### src/rtl/key_irq_queue_if.sv
// key_irq_queue_if
// Bundles the keyboard-side and CPU-side signals of key_irq_queue.
//   pressed, pressedKey, enable : key event source (level + scan code + gate)
//   ack, clrOvf                 : CPU interrupt acknowledge, overflow clear
//   irq, intData, count,
//   overflow                    : interrupt request, presented key, stored
//                                 entries, sticky lost-event flag
// master = the side driving keys and acknowledges; slave = the queue itself.
interface key_irq_queue_if #(
  parameter int DEPTH = 8,
  parameter int KW    = 9
);
  logic                    pressed;
  logic [KW-1:0]           pressedKey;
  logic                    enable;
  logic                    ack;
  logic                    clrOvf;
  logic                    irq;
  logic [15:0]             intData;
  logic [$clog2(DEPTH):0]  count;
  logic                    overflow;

  modport master (
    output pressed, pressedKey, enable, ack, clrOvf,
    input  irq, intData, count, overflow
  );

  modport slave (
    input  pressed, pressedKey, enable, ack, clrOvf,
    output irq, intData, count, overflow
  );
endinterface

### src/rtl/key_irq_queue.sv
// key_irq_queue
// Queues rising-edge key events and presents them to a CPU one at a time as
// interrupts. A key is popped from the FIFO into intData when the presenter
// is idle; irq stays high until ack, then a one-cycle gap state guarantees
// irq is low for at least two cycles between interrupts.
// Ports:
//   clk  - single clock, all state changes on the rising edge
//   rst  - synchronous active-high reset
//   bus  - key_irq_queue_if.slave (key inputs, CPU handshake, status)
module key_irq_queue #(
  parameter int DEPTH = 8,
  parameter int KW    = 9
) (
  input  logic            clk,
  input  logic            rst,
  key_irq_queue_if.slave  bus
);
  localparam int AW = $clog2(DEPTH);
  localparam int CW = AW + 1;
  localparam logic [CW-1:0] DEPTH_C = CW'(DEPTH);

  typedef enum logic [1:0] {
    IDLE    = 2'd0,
    PRESENT = 2'd1,
    GAP     = 2'd2
  } state_t;

  state_t          state_r;
  state_t          next_state_s;
  logic [KW-1:0]   mem_r [DEPTH];
  logic [AW-1:0]   wptr_r;
  logic [AW-1:0]   rptr_r;
  logic [CW-1:0]   count_r;
  logic            pressed_prev_r;
  logic            irq_r;
  logic            overflow_r;
  logic [15:0]     int_data_r;

  logic            event_s;
  logic            full_s;
  logic            pop_s;
  logic            push_s;
  logic            ovf_set_s;

  // Event detection and push/pop/overflow decisions for this edge.
  always_comb begin
    event_s   = bus.pressed & ~pressed_prev_r;
    full_s    = (count_r == DEPTH_C);
    pop_s     = (state_r == IDLE) && (count_r != {CW{1'b0}});
    // A full FIFO still takes the key when the head leaves at the same edge.
    push_s    = event_s & bus.enable & (~full_s | pop_s);
    ovf_set_s = event_s & bus.enable & full_s & ~pop_s;
  end

  // Presenter next-state logic.
  always_comb begin
    next_state_s = state_r;
    case (state_r)
      IDLE: begin
        if (pop_s) begin
          next_state_s = PRESENT;
        end else begin
          next_state_s = IDLE;
        end
      end
      PRESENT: begin
        if (bus.ack) begin
          next_state_s = GAP;
        end else begin
          next_state_s = PRESENT;
        end
      end
      GAP:     next_state_s = IDLE;
      default: next_state_s = IDLE;
    endcase
  end

  // Presenter state register.
  always_ff @(posedge clk) begin
    if (rst) begin
      state_r <= IDLE;
    end else begin
      state_r <= next_state_s;
    end
  end

  // Key storage, written at the tail on an accepted push.
  always_ff @(posedge clk) begin
    if (!rst && push_s) begin
      mem_r[wptr_r] <= bus.pressedKey;
    end
  end

  // Pointers, occupancy and edge-detect history.
  always_ff @(posedge clk) begin
    if (rst) begin
      wptr_r         <= {AW{1'b0}};
      rptr_r         <= {AW{1'b0}};
      count_r        <= {CW{1'b0}};
      // Loading the live level means a key held through reset is no event.
      pressed_prev_r <= bus.pressed;
    end else begin
      pressed_prev_r <= bus.pressed;
      if (push_s) begin
        wptr_r <= wptr_r + AW'(1);
      end
      if (pop_s) begin
        rptr_r <= rptr_r + AW'(1);
      end
      case ({push_s, pop_s})
        2'b10:   count_r <= count_r + CW'(1);
        2'b01:   count_r <= count_r - CW'(1);
        default: count_r <= count_r;
      endcase
    end
  end

  // Registered CPU-facing outputs: irq, presented key, sticky overflow.
  always_ff @(posedge clk) begin
    if (rst) begin
      irq_r      <= 1'b0;
      int_data_r <= 16'h0000;
      overflow_r <= 1'b0;
    end else begin
      irq_r <= (next_state_s == PRESENT);
      if (pop_s) begin
        int_data_r <= 16'(mem_r[rptr_r]);
      end
      // A lost event at the same edge beats the clear.
      if (ovf_set_s) begin
        overflow_r <= 1'b1;
      end else if (bus.clrOvf) begin
        overflow_r <= 1'b0;
      end
    end
  end

  assign bus.irq      = irq_r;
  assign bus.intData  = int_data_r;
  assign bus.count    = count_r;
  assign bus.overflow = overflow_r;
endmodule

### src/flat_wrapper.sv
// flat-port wrapper written by rule: the top's interface ports become plain ports
module key_irq_queue_flat 
#(
  parameter int DEPTH = 8,
  parameter int KW    = 9
)
  (clk, rst, bus_pressed, bus_pressedKey, bus_enable, bus_ack, bus_clrOvf, bus_irq, bus_intData, bus_count, bus_overflow);
  key_irq_queue_if #(.DEPTH(DEPTH), .KW(KW)) bus_i ();
  input  logic clk;
  input  logic rst;
  input wire logic [$bits(bus_i.pressed)-1:0] bus_pressed;
  input wire logic [$bits(bus_i.pressedKey)-1:0] bus_pressedKey;
  input wire logic [$bits(bus_i.enable)-1:0] bus_enable;
  input wire logic [$bits(bus_i.ack)-1:0] bus_ack;
  input wire logic [$bits(bus_i.clrOvf)-1:0] bus_clrOvf;
  output wire logic [$bits(bus_i.irq)-1:0] bus_irq;
  output wire logic [$bits(bus_i.intData)-1:0] bus_intData;
  output wire logic [$bits(bus_i.count)-1:0] bus_count;
  output wire logic [$bits(bus_i.overflow)-1:0] bus_overflow;
  assign bus_i.pressed = bus_pressed;
  assign bus_i.pressedKey = bus_pressedKey;
  assign bus_i.enable = bus_enable;
  assign bus_i.ack = bus_ack;
  assign bus_i.clrOvf = bus_clrOvf;
  assign bus_irq = bus_i.irq;
  assign bus_intData = bus_i.intData;
  assign bus_count = bus_i.count;
  assign bus_overflow = bus_i.overflow;
  key_irq_queue #(.DEPTH(DEPTH), .KW(KW)) u_core (.clk(clk), .rst(rst), .bus(bus_i));
endmodule
### config.mk
export PLATFORM = sky130hd
export DESIGN_NAME = key_irq_queue_flat
export DESIGN_NICKNAME = d
export VERILOG_FILES = /design/src/rtl/key_irq_queue_if.sv /design/src/rtl/key_irq_queue.sv /design/src/flat_wrapper.sv
export SDC_FILE = /design/constraint.sdc
export NUM_CORES = 1
export LEC_CHECK = 0
export ABC_AREA = 0
export CAP_MARGIN = 15
export CORE_MARGIN = 2
export CORE_UTILIZATION = 45
export DETAILED_ROUTE_END_ITERATION = 12
export PLACE_DENSITY = 0.73
export SLEW_MARGIN = 20
export SYNTH_ARGS = -nofsm -noshare
export SYNTH_HDL_FRONTEND = slang
export SYNTH_SLANG_ARGS = --single-unit
### constraint.sdc
create_clock -name clk -period 6.1 [get_ports clk]
set_input_delay 0.915 -clock clk [delete_from_list [all_inputs] [get_ports clk]]
set_output_delay 0.915 -clock clk [all_outputs]
set_load 0.01 [all_outputs]
# Word-level counts from Yosys, hierarchy flattened
# Memory sizes are Yosys's and may differ from the RTL's. A register that Yosys moved wholly into a read port is not among the register bits.
# Index checks and enable logic that the tools add are counted.
[word_totals] input_bits=15 latchBits=0 n_memories=1 rom_bits=0 mem_bits_rw=72 out_inout_bits=22 reg_bits=15
[mem_list] memory="u_core.mem_r" depth=8 width=9 rd=1 rd_ports_with_merged_regs=1 wr=1 line="key_irq_queue.sv:30" rtl="logic [KW-1:0] mem_r [DEPTH];"
[op_classes] bitwise_logic=9 n_addsub=4 mux=8 div_mod_pow=0 n_lt_le_gt_ge=0 n_mul=0 shift=0 eq_ne=5 n_reduce_logical=7
[op_table] op="$pmux 4 s2" n=1
[op_table] op="$add 3x1->3 const B" n=2
[op_table] op="$eq 2x1->1 const B" n=3
[op_table] op="$and 1x1->1" n=5
[op_table] op="$mux 1" n=5
[op_table] op="$add 4x1->4 const B" n=1
[op_table] op="$eq 4x4->1 const B" n=1
[op_table] op="$pmux 2 s2" n=1
[op_table] op="$reduce_bool 2->1" n=2
[op_table] op="$reduce_bool 4->1" n=1
[op_table] op="$sub 4x1->4 const B" n=1
[op_table] op="$not 1->1" n=3
[op_table] op="$eq 2x2->1 const B" n=1
[op_table] op="$logic_and 1x1->1" n=2
[op_table] op="$logic_not 2->1" n=1
[op_table] op="$mux 2" n=1
[op_table] op="$logic_not 1->1" n=1
[op_table] op="$or 1x1->1" n=1

# Longest topological paths before layout
# Gate-level depths: netlist of run 1.
[logic_depth] depth_word=7 mapped_depth=8 ltp_nobuf=7

# Worst setup path after synthesis of run 1
# No wires, ideal clock.
[synth_timing] path_kind="input to register" start="input bus_enable" end="memory u_core.mem_r[0][0] (enable)" slack_ns=3.249 arrival_time_ns=2.449 path_stages=4 setup_ns=0.403 path_buffers=1 path_cell_list="and3b_1 -> clkbuf_1 -> o21ai_2 -> nor4b_1"
[synth_via] elab_chain_len=5
[synth_rtl] item="start, declared" line="flat_wrapper.sv:13" rtl="input wire logic [$bits(bus_i.enable)-1:0] bus_enable;"
[synth_rtl] item="$and 1x1->1 (2 in a row)" line="key_irq_queue.sv:51" rtl="push_s = event_s & bus.enable & (~full_s | pop_s);"
[synth_rtl] item="$logic_and 1x1->1" line="key_irq_queue.sv:89" rtl="if (!rst && push_s) begin"
[synth_rtl] item="$mux 1" line="key_irq_queue.sv:89"
[synth_rtl] item="$mux 1 (not written as such)" line="key_irq_queue.sv:90" rtl="mem_r[wptr_r] <= bus.pressedKey;"
[synth_rtl] item="end, declared" line="key_irq_queue.sv:30"
# Every way passes these cells.

# Worst setup path in the final report of run 1
[layout_timing] start="input rst" end="memory u_core.mem_r[0][3] (enable)"
[layout_via] elab_chain_len=4
[layout_rtl] item="start, declared" line="flat_wrapper.sv:10" rtl="input logic rst;"
[layout_rtl] item="$logic_not 1->1" line="key_irq_queue.sv:89"
[layout_rtl] item="$logic_and 1x1->1" line="key_irq_queue.sv:89"
[layout_rtl] item="$mux 1" line="key_irq_queue.sv:89"
[layout_rtl] item="$mux 1 (not written as such)" line="key_irq_queue.sv:90"
# Every way passes these cells.

==> out/metrics.cfg, run 1 <==
[status]
status=complete, no violations

[drt]
avgViaCountPerCell=5.38
ant_nets=0
vias=2030
drt_iter0_drc=81
wire_per_inst_um=17.2
drc=0
drt-total-wl_um=6500
dr.pass1.iters=4

[cells_and_area]
area_growth_pct=14.8
n_antenna_cell=0
drive_gt1_share_pct=18.4
fin_util_pct=53.3
mostFrequentLayoutCells=edfxtp_1, clkdlybuf4s50_1, dfxtp_1, nor2_1, mux4_2
final.fill_count=655
final_common_cell=edfxtp_1
post-route-cell-area_um2=4400
final_nets=285

[global_routing]
antenna_found_initial=0
grt_pass1_vias=1911
grt_pass1_wl_um=10400
grt_max_degree=29
grt_usage_pct=15.8
grt-ovfl-total=0

[sta]
post-route-period-util_pct=51.6
slew_headroom_pct=27.5
period_minus_slack_ns=3.15
fin_worst_skew_ns=0.0124
setup_violations=0
tightest_slew_ns=1.09
hold_viol_final=0
slew_violations=0
tns_ns=0
rsz0062_at_grt=false
clock.fmax_ghz=0.318

[yosys]
synth_edf_count=72
syn_area_per_cell_um2=16.2
ys_async_sr_fraction_pct=0
netlist_instances=236
yosys_warnings=0
yosys.area.top_type=edfxtp_1
syn_area_um2=3830
ys.flop_type=edfxtp_1
yosys-top-cells-area=edfxtp_1, dfxtp_1, mux4_2
synth_top_cell_area_share_pct=56.4
ys_types=43
yosys_register_bits=96
seq_area_frac_synth_pct=68.9

[placed_design]
routabilityCongestion=0.777
place_hpwl_um=4390
placed_cell_area_um2=4210
portBuffers=29

[job]
drv_cap=0

[hold_path]
hold_path_class=reg2reg

[power_and_ir_drop]
max-vdd-ir-drop_mv=0.133
leakage_nw=1.39
powerDensity_nw_per_um2=349

[floorplan]
die_w_um=96.3
coreArea_um2=8260
rows=33
io_pins=37
start_util_pct=46.4
die-area_um2=9280
dieHeight_um=96.3

[setup_path]
slowest_delay_ns=0.95
cp-startpoint=rst
cp_num_buf_inv=1
crit_required_ns=6.08
regToRegStartpoint=u_core.bus.count[1]
ff2ff_path_depth=4
path_cells=clkdlybuf4s50_1, nor2_1, nor4b_2
arrival_ns=3.12
critical_path_cell_count=3
cp_max_fo=28
endpoint_kind=register
path_class=in2reg
crit_family=simple AND/OR/NAND/NOR gates
endpoint=u_core.mem_r[0][3]
rrSetupSlack_ns=3.76
reg2reg_to=u_core.mem_r[5][0]
crit_slowest_cell=clkdlybuf4s50_1
start_kind=primary input

[clocking]
h-tree-depth=3
cts_setup_buffers=0
root_buffer=clkbuf_8
numCtsBuffers=9
cts_hold_buf=0
cts_resized=0
clock_path_buffers=2
clk_pin_slew_ns=0.10
clkLatencyLatePin_ns=0.36
cts_tree=done
cts.sinks=96

report_power, final:
part	switching (mW)	leakage [nW]	internal [mW]
registers	0.0462	0.845	0.738
clock network	0.229	0.0940	0.157
logic	0.176	0.450	0.191
registers in the layout (all words and copies together), names as in the netlist:
register               count
u_core.bus.count           4
u_core.wptr_r              3
u_core.rptr_r              3
u_core.mem_r              72
u_core.bus.intData         9
u_core.bus.irq             1
u_core.bus.overflow        1
u_core.state_r             2
u_core.pressed_prev_r      1
cells by family (layout without fill, tap and decap cells):
| kind of cell | count (synthesis) | in the layout | share of synthesized area [%] |
|---|---|---|---|
| flops | 96 | 96 | 68.9 |
| simple gates | 58 | 58 | 7.83 |
| mux | 29 | 29 | 13.5 |
| compound gates | 25 | 25 | 4.54 |
| buf+inv | 19 | 49 | 3.03 |
| xor+xnor | 5 | 5 | 1.14 |
| fa+ha+maj | 3 | 3 | 0.979 |
| other cells | 1 | 7 | 0.0978 |
tightest hold or removal path, cell delays in order, from the launching register on:
cell	delay (ns)
dfxtp_1	0.32
nand2b_1	0.07
a21oi_1	0.06
metal layers:
| metal | part of all wire [%] | vias to the layer above | routed length, µm | global-route usage [%] |
|---|---|---|---|---|
| li1 | - | 973 | - | - |
| met5 | 0 | - | 0 | 0 |
| met4 | 1.2 | 0 | 79 | 7.39 |
| met1 | 45 | 989 | 2900 | 22.1 |
| met2 | 49 | 61 | 3220 | 23.8 |
| met3 | 4.7 | 7 | 303 | 3.37 |
metrics by stage:
stage | hold WS, ns | total power, mW | worst slack, ns | cells
after detailed placement | 0.488 | 1.17 | 2.63 | 361
after CTS | 0.504 | 1.55 | 3.03 | 377
after global routing | 0.529 | 1.62 | 2.81 | 377
after global placement | 0.466 | 1.17 | 2.73 | 361
after floorplan | 0.467 | 1.06 | 3.25 | 242
final | 0.495 | 1.54 | 2.95 | 377
layout make-up:
class                           count  area, µm²  area share, %
Tap cell                          105        131           2.98
Clock inverter                      7       61.3           1.39
Sequential cell                    96       2640           60.0
Multi-Input combinational cell    127       1120           25.5
Timing Repair Buffer               33        320           7.28
Clock buffer                        9        124           2.81
how the worst min path moves through the flow:
stage          cells past startpoint           startpoint             endpoint  slack [ns]
3_3_place_gp                       2  u_core.bus.overflow  u_core.bus.overflow        0.47
5_1_grt                            2  u_core.bus.overflow  u_core.bus.overflow        0.53
3_5_place_dp                       2  u_core.bus.overflow  u_core.bus.overflow        0.49
4_1_cts                            2  u_core.bus.overflow  u_core.bus.overflow        0.50
2_1_floorplan                      1    u_core.state_r[1]    u_core.state_r[1]        0.47
6_report                           2  u_core.bus.overflow  u_core.bus.overflow        0.49
Yosys cell counts, types with 2 or more instances:
library cell   n
ha_1           3
nand2_1        9
mux4_2        18
nand3b_1       2
nor4_1         2
xor2_1         3
buf_4          9
nor2_1        23
a211oi_1      10
dfxtp_1       24
nand3_1        4
xnor2_1        2
edfxtp_1      72
buf_1          2
o21ai_0        2
clkbuf_1       4
nor3_1         6
a21oi_1        6
mux2i_1       10
buf_2          2
Note: power is estimated with default switching activity, not from simulation.
==> inputs of run 2 (changes only) <==
--- a/config.mk
+++ b/config.mk
@@ -10,7 +10,7 @@
 export CORE_MARGIN = 2
 export CORE_UTILIZATION = 45
 export DETAILED_ROUTE_END_ITERATION = 12
-export PLACE_DENSITY = 0.73
+export PLACE_DENSITY = 0.76
 export SLEW_MARGIN = 20
 export SYNTH_ARGS = -nofsm -noshare
 export SYNTH_HDL_FRONTEND = slang
==> constraint.sdc (replaced) <==
create_clock -name clk -period 2.55 [get_ports clk]
set_input_delay 0.3825 -clock clk [delete_from_list [all_inputs] [get_ports clk]]
set_output_delay 0.3825 -clock clk [all_outputs]
set_load 0.01 [all_outputs]
==> run 2 against run 1 <==
Compared with the run above: via count up 2.5%; combinational power grew to 2.6 times the previous value; worst setup slack worse by 2.5 ns; final cell count is 3.2% higher; global-route usage grew 0.22 points; register-to-register slack got worse by 3.3 ns; die area is the same.
==> out/metrics.cfg, run 2 (synthesized netlist as in run 1, its figures left out) <==
[global_routing]
grt-ovfl-total=0  ; unchanged
grt_usage_pct=16.0  ; +0.22 points
grt_max_degree=25  ; -14%
grt_pass1_vias=1975  ; +3.3%
grt_pass1_wl_um=10600  ; +1.9%
antenna_found_initial=0  ; unchanged

[sta]
period_minus_slack_ns=2.09
slew_violations=0  ; unchanged
setup_violations=0  ; unchanged
fin_worst_skew_ns=0.0120  ; -0.000489 ns
post-route-period-util_pct=81.8
tightest_slew_ns=0.685  ; -0.401 ns
rsz0062_at_grt=false
slew_headroom_pct=54.3  ; +27 points
hold_viol_final=0  ; unchanged
clock.fmax_ghz=0.479
tns_ns=0  ; unchanged

[floorplan]
start_util_pct=46.4  ; unchanged
io_pins=37  ; unchanged
rows=33  ; unchanged
dieHeight_um=96.3  ; unchanged
die-area_um2=9280  ; unchanged
coreArea_um2=8260  ; unchanged
die_w_um=96.3  ; unchanged

[cells_and_area]
mostFrequentLayoutCells=edfxtp_1, clkdlybuf4s50_1, dfxtp_1, nor2_1, mux4_2
final_cells=389  ; +3.2%
largest_reg_flops=72  ; unchanged
drive_gt1_share_pct=21.1  ; +2.7 points
regMostFlops=u_core.mem_r
final_nets=297  ; +4.2%
final_common_cell=edfxtp_1
area_growth_pct=17.7
n_antenna_cell=0  ; unchanged
final.fill_count=678  ; +3.5%

[placed_design]
routabilityCongestion=0.840  ; +8.0%
portBuffers=29  ; unchanged
place_hpwl_um=4440  ; +1.2%
dpl.cell_count=373  ; +3.3%

[drt]
avgViaCountPerCell=5.35  ; -0.65%
wire_per_inst_um=17.2  ; about the same
drt_iter0_drc=173  ; +110%
drt-total-wl_um=6710  ; +3.3%
vias=2081  ; +2.5%
ant_nets=0  ; unchanged
drc=0  ; unchanged
dr.pass1.iters=4  ; unchanged

[setup_path]
crit_required_ns=2.81  ; -3.27 ns
path_class=reg2reg
endpoint_kind=register
start_kind=register
rrSetupSlack_ns=0.46  ; -3.30 ns
cp_max_fo=6  ; -79%
arrival_ns=2.34  ; -0.78 ns

[clocking]
clock_path_buffers=2  ; unchanged
cts_setup_buffers=0  ; unchanged
h-tree-depth=3  ; unchanged
numCtsBuffers=9  ; unchanged
root_buffer=clkbuf_8
cts_resized=0  ; unchanged
cts_hold_buf=0  ; unchanged
clkLatencyLatePin_ns=0.36  ; about the same
cts_tree=done
clk_pin_slew_ns=0.09  ; about the same
cts.sinks=96  ; unchanged

[power_and_ir_drop]
max-vdd-ir-drop_mv=0.317  ; +140%
powerDensity_nw_per_um2=851  ; +140%
leakage_nw=1.47  ; +5.5%

[hold_path]
hold_path_class=reg2reg

[job]
drv_cap=0  ; unchanged

[status]
status=complete, no violations

[run 2: changes by cell type in the layout (fill, tap and decap cells not counted), sizes merged]
cell    previous run  this run
clkbuf             9        10
clkinv             2         1
bufinv             0         2
inv                4         2
buf                4        16
[run 2: area by class of cell]
class | instances | area [µm²] | share of cell area [%]
clock buffer | 10 | 128 | 2.83
clock inverter | 6 | 90.1 | 2.00
multi-input combinational | 127 | 1110 | 24.6
sequential | 96 | 2640 | 58.6
tap | 105 | 131 | 2.91
timing repair buffer | 45 | 410 | 9.09
[run 2: worst max-delay path: stages (launching register included)]
cell	delay, ns
dfxtp_1	0.36
or2_2	0.36
nor3_2	0.33
xor2_1	0.19
ha_1	0.18
nor2_1	0.04
a32oi_1	0.16
mux2_2	0.35
[run 2: final timing paths]
kind | start | end | depth (start not counted)
worst min-delay path | u_core.bus.overflow | u_core.bus.overflow | 2
worst max register to register | u_core.state_r[1] | u_core.bus.count[2] | 7
worst min register to register | u_core.bus.overflow | u_core.bus.overflow | 2
worst max-delay path | u_core.state_r[1] | u_core.bus.count[2] | 7
[run 2: metal layers]
layer,global-route usage (%),wire [µm]
met3,4.93,341
met5,0,0
met2,25.4,3350
met1,21.9,2950
met4,3.87,70
[run 2: report_power, final]
part	internal, mW	switching, mW	leakage, nW	total (mW)
Combinational	0.481	0.458	0.513	0.940
Clock	0.558	0.506	0.107	1.06
Sequential	1.77	0.0714	0.845	1.84
[run 2: metrics by stage]
step | cell area, µm² | setup slack [ns] | utilization, % | total power, mW | hold WS [ns]
floorplan | 3860 | 0.202 | - | 2.53 | 0.410
global placement | 4300 | 0.283 | 52.0 | 2.81 | 0.457
detailed placement | 4300 | 0.229 | 52.0 | 2.83 | 0.465
CTS | 4510 | 0.468 | 54.7 | 3.89 | 0.479
global route | 4510 | 0.343 | 54.7 | 4.06 | 0.496
finish | 4510 | 0.463 | 54.7 | 3.84 | 0.475
==> inputs of run 3 (changes only) <==
==> constraint.sdc (replaced) <==
create_clock -name clk -period 1.75 [get_ports clk]
set_input_delay 0.2625 -clock clk [delete_from_list [all_inputs] [get_ports clk]]
set_output_delay 0.2625 -clock clk [all_outputs]
set_load 0.01 [all_outputs]
==> run 3 against run 2 <==
Compared with the run above: critical path type unchanged; worst setup slack got worse by 0.53 ns; via count rose by 9.0%; the run now ends with negative setup slack left; register-to-register slack got worse by 0.53 ns.
==> out/metrics.cfg, run 3 (synthesized netlist as in run 1, its figures left out) <==
[status]
status=finished, violations left
violations=negative setup slack

[setup_path]
rrSetupSlack_ns=-0.07  ; -0.53 ns
cp_max_fo=2  ; -4
arrival_ns=2.09  ; -0.25 ns
slowest_delay_ns=0.36  ; about the same
ff2ff_path_depth=7  ; unchanged
reg2reg_to=u_core.bus.count[2]
endpoint_kind=register
start_kind=register
regToRegStartpoint=u_core.pressed_prev_r
crit_required_ns=2.02  ; -0.79 ns
path_cells=and3b_2, nor3_4, xor2_1, ha_2, nor2_1, a32oi_1, mux2_2
path_class=reg2reg
crit_slowest_cell=mux2_2

[clocking]
clock_path_buffers=2  ; unchanged
root_buffer=clkbuf_8
cts_hold_buf=0  ; unchanged
cts.sinks=96  ; unchanged
clk_pin_slew_ns=0.10  ; about the same
h-tree-depth=3  ; unchanged
clkLatencyLatePin_ns=0.37  ; about the same
cts_tree=done
numCtsBuffers=9  ; unchanged

[sta]
period_minus_slack_ns=1.82  ; -0.267 ns
post-route-period-util_pct=104  ; +22 points
clock.fmax_ghz=0.549  ; +15%
tns_ns=-0.358  ; -0.358 ns
fin_worst_skew_ns=0.0122  ; +0.000214 ns
slew_violations=0  ; unchanged
hold_viol_final=0  ; unchanged
setup_violations=7  ; +7
rsz0062_at_grt=true
fin_ws_ns=-0.0702  ; -0.533 ns

[drt]
drc=0  ; unchanged
dr.pass1.iters=4  ; unchanged
drt_iter0_drc=121  ; -30%
drt-total-wl_um=7600  ; +13%
wire_per_inst_um=17.9  ; +3.7%
ant_nets=0  ; unchanged
vias=2269  ; +9.0%
avgViaCountPerCell=5.34  ; -0.20%

[cells_and_area]
area_growth_pct=30.1
final.fill_count=600  ; -12%
final_common_cell=edfxtp_1
mostFrequentLayoutCells=edfxtp_1, buf_4, clkdlybuf4s50_1, nor2_1, mux4_2
seqCellArea_um2=2650  ; +0.43%
n_antenna_cell=0  ; unchanged
final_nets=333  ; +12%
multiInputGateArea_um2=1240  ; +11%
drive_gt1_share_pct=36.6  ; +15 points
largest_reg_flops=72  ; unchanged
regMostFlops=u_core.mem_r

[floorplan]
dieHeight_um=96.3  ; unchanged
rows=33  ; unchanged
die-area_um2=9280  ; unchanged
coreArea_um2=8260  ; unchanged
die_w_um=96.3  ; unchanged
io_pins=37  ; unchanged
start_util_pct=46.4  ; unchanged

[global_routing]
grt_pass1_vias=2202  ; +11%
grt_usage_pct=17.0  ; +0.93 points
grt-ovfl-total=0  ; unchanged
grt_pass1_wl_um=11200  ; +6.0%
grt_max_degree=23  ; -8.0%
antenna_found_initial=0  ; unchanged

[power_and_ir_drop]
leakage_nw=1.70  ; +16%
switchingPower_mw=1.74  ; +68%
p_int_mw=4.13  ; +47%
p_comb_share_pct=30.5  ; +6.0 points
p_seq_share_pct=45.8  ; -2.0 points
max-vdd-ir-drop_mv=0.779  ; +150%
power_frac_clock_pct=23.7  ; -4.0 points
powerDensity_nw_per_um2=1180  ; +38%
switching_share_pct=29.6  ; +2.6 points
p_total_mw=5.87  ; +53%

[hold_path]
min_path_cells=1  ; -1
min_from=bus_pressed
holdPathEnd=u_core.pressed_prev_r
hold_path_class=in2reg

[job]
drv_cap=0  ; unchanged

[placed_design]
portBuffers=29  ; unchanged
place_hpwl_um=4890  ; +10%
routabilityCongestion=0.876  ; +4.3%

[run 3: cell count changes in the layout (fill, tap and decap cells not counted), sizes merged]
cell           delta
bufinv            -2
dlymetal6s2s      +2
clkbuf            -1
buf              +36
inv               +2
clkdlybuf4s50     -2
clkinv            +1
[run 3: per-layer routing]
layer,global-route usage (%),routed length [µm],up-vias
met5,0,0,-
met4,5.40,83,0
met3,4.23,324,9
met2,28.3,3920,53
met1,22.0,3270,1138
li1,-,-,1069
[run 3: worst max path at each step]
stage	end	cells past startpoint	slack (ns)	start
6_report	u_core.bus.count[2]	7	-0.07	u_core.pressed_prev_r
3_3_place_gp	u_core.bus.count[2]	8	-0.37	bus_pressed
3_5_place_dp	u_core.bus.count[2]	8	-0.42	bus_pressed
2_1_floorplan	u_core.mem_r[1][0]	4	-0.08	u_core.bus.count[1]
5_1_grt	u_core.bus.count[2]	7	-0.13	u_core.bus.count[0]
4_1_cts	u_core.bus.count[2]	7	-0.1	u_core.state_r[1]
[run 3: timing repair]
action / 4_1_cts / 5_1_grt
gates cloned: 0 / 4
resized for setup: 7 / 35
buffers inserted: 1 / 7
endpoints found under the setup margin: 13 / 72
pin swaps: 6 / 6
[run 3: cell type report]
| type | count | area share [%] |
|---|---|---|
| clock buffer | 9 | 2.48 |
| clock inverter | 7 | 1.45 |
| multi-input combinational | 127 | 24.8 |
| sequential | 96 | 53.2 |
| tap | 105 | 2.63 |
| timing repair buffer | 81 | 15.5 |
[run 3: power groups by stage]
stage | sequential [mW] | clock [mW] | combinational, mW
5_1_grt | 2.70 | 1.53 | 1.96
3_5_place_dp | 2.73 | 0 | 1.71
4_1_cts | 2.69 | 1.44 | 1.75
6_report | 2.69 | 1.39 | 1.79
3_3_place_gp | 2.73 | 0 | 1.67
2_1_floorplan | 2.77 | 0 | 0.975
[run 3: worst max-delay path, delay by kind of cell (launching register included)]
kind / cells / cell delay, ns
adder cells (fa/ha/maj): 1 / 0.19
flip-flops: 1 / 0.33
multiplexers: 1 / 0.36
XOR/XNOR: 1 / 0.17
AND/OR/NAND/NOR: 3 / 0.48
AO/OA/AOI/OAI: 1 / 0.18
[run 3: metrics by stage]
| step | cells | utilization (%) | instance area, µm² | hold WS, ns | setup slack (ns) |
|---|---|---|---|---|---|
| global placement | 397 | 55.4 | 4570 | 0.463 | -0.366 |
| CTS | 414 | 58.2 | 4800 | 0.362 | -0.0970 |
| floorplan | 242 | - | 3930 | 0.290 | -0.0801 |
| detailed placement | 397 | 55.4 | 4570 | 0.477 | -0.417 |
| global route | 425 | 60.4 | 4990 | 0.0447 | -0.133 |
| finish | 425 | 60.4 | 4990 | 0.0448 | -0.0702 |
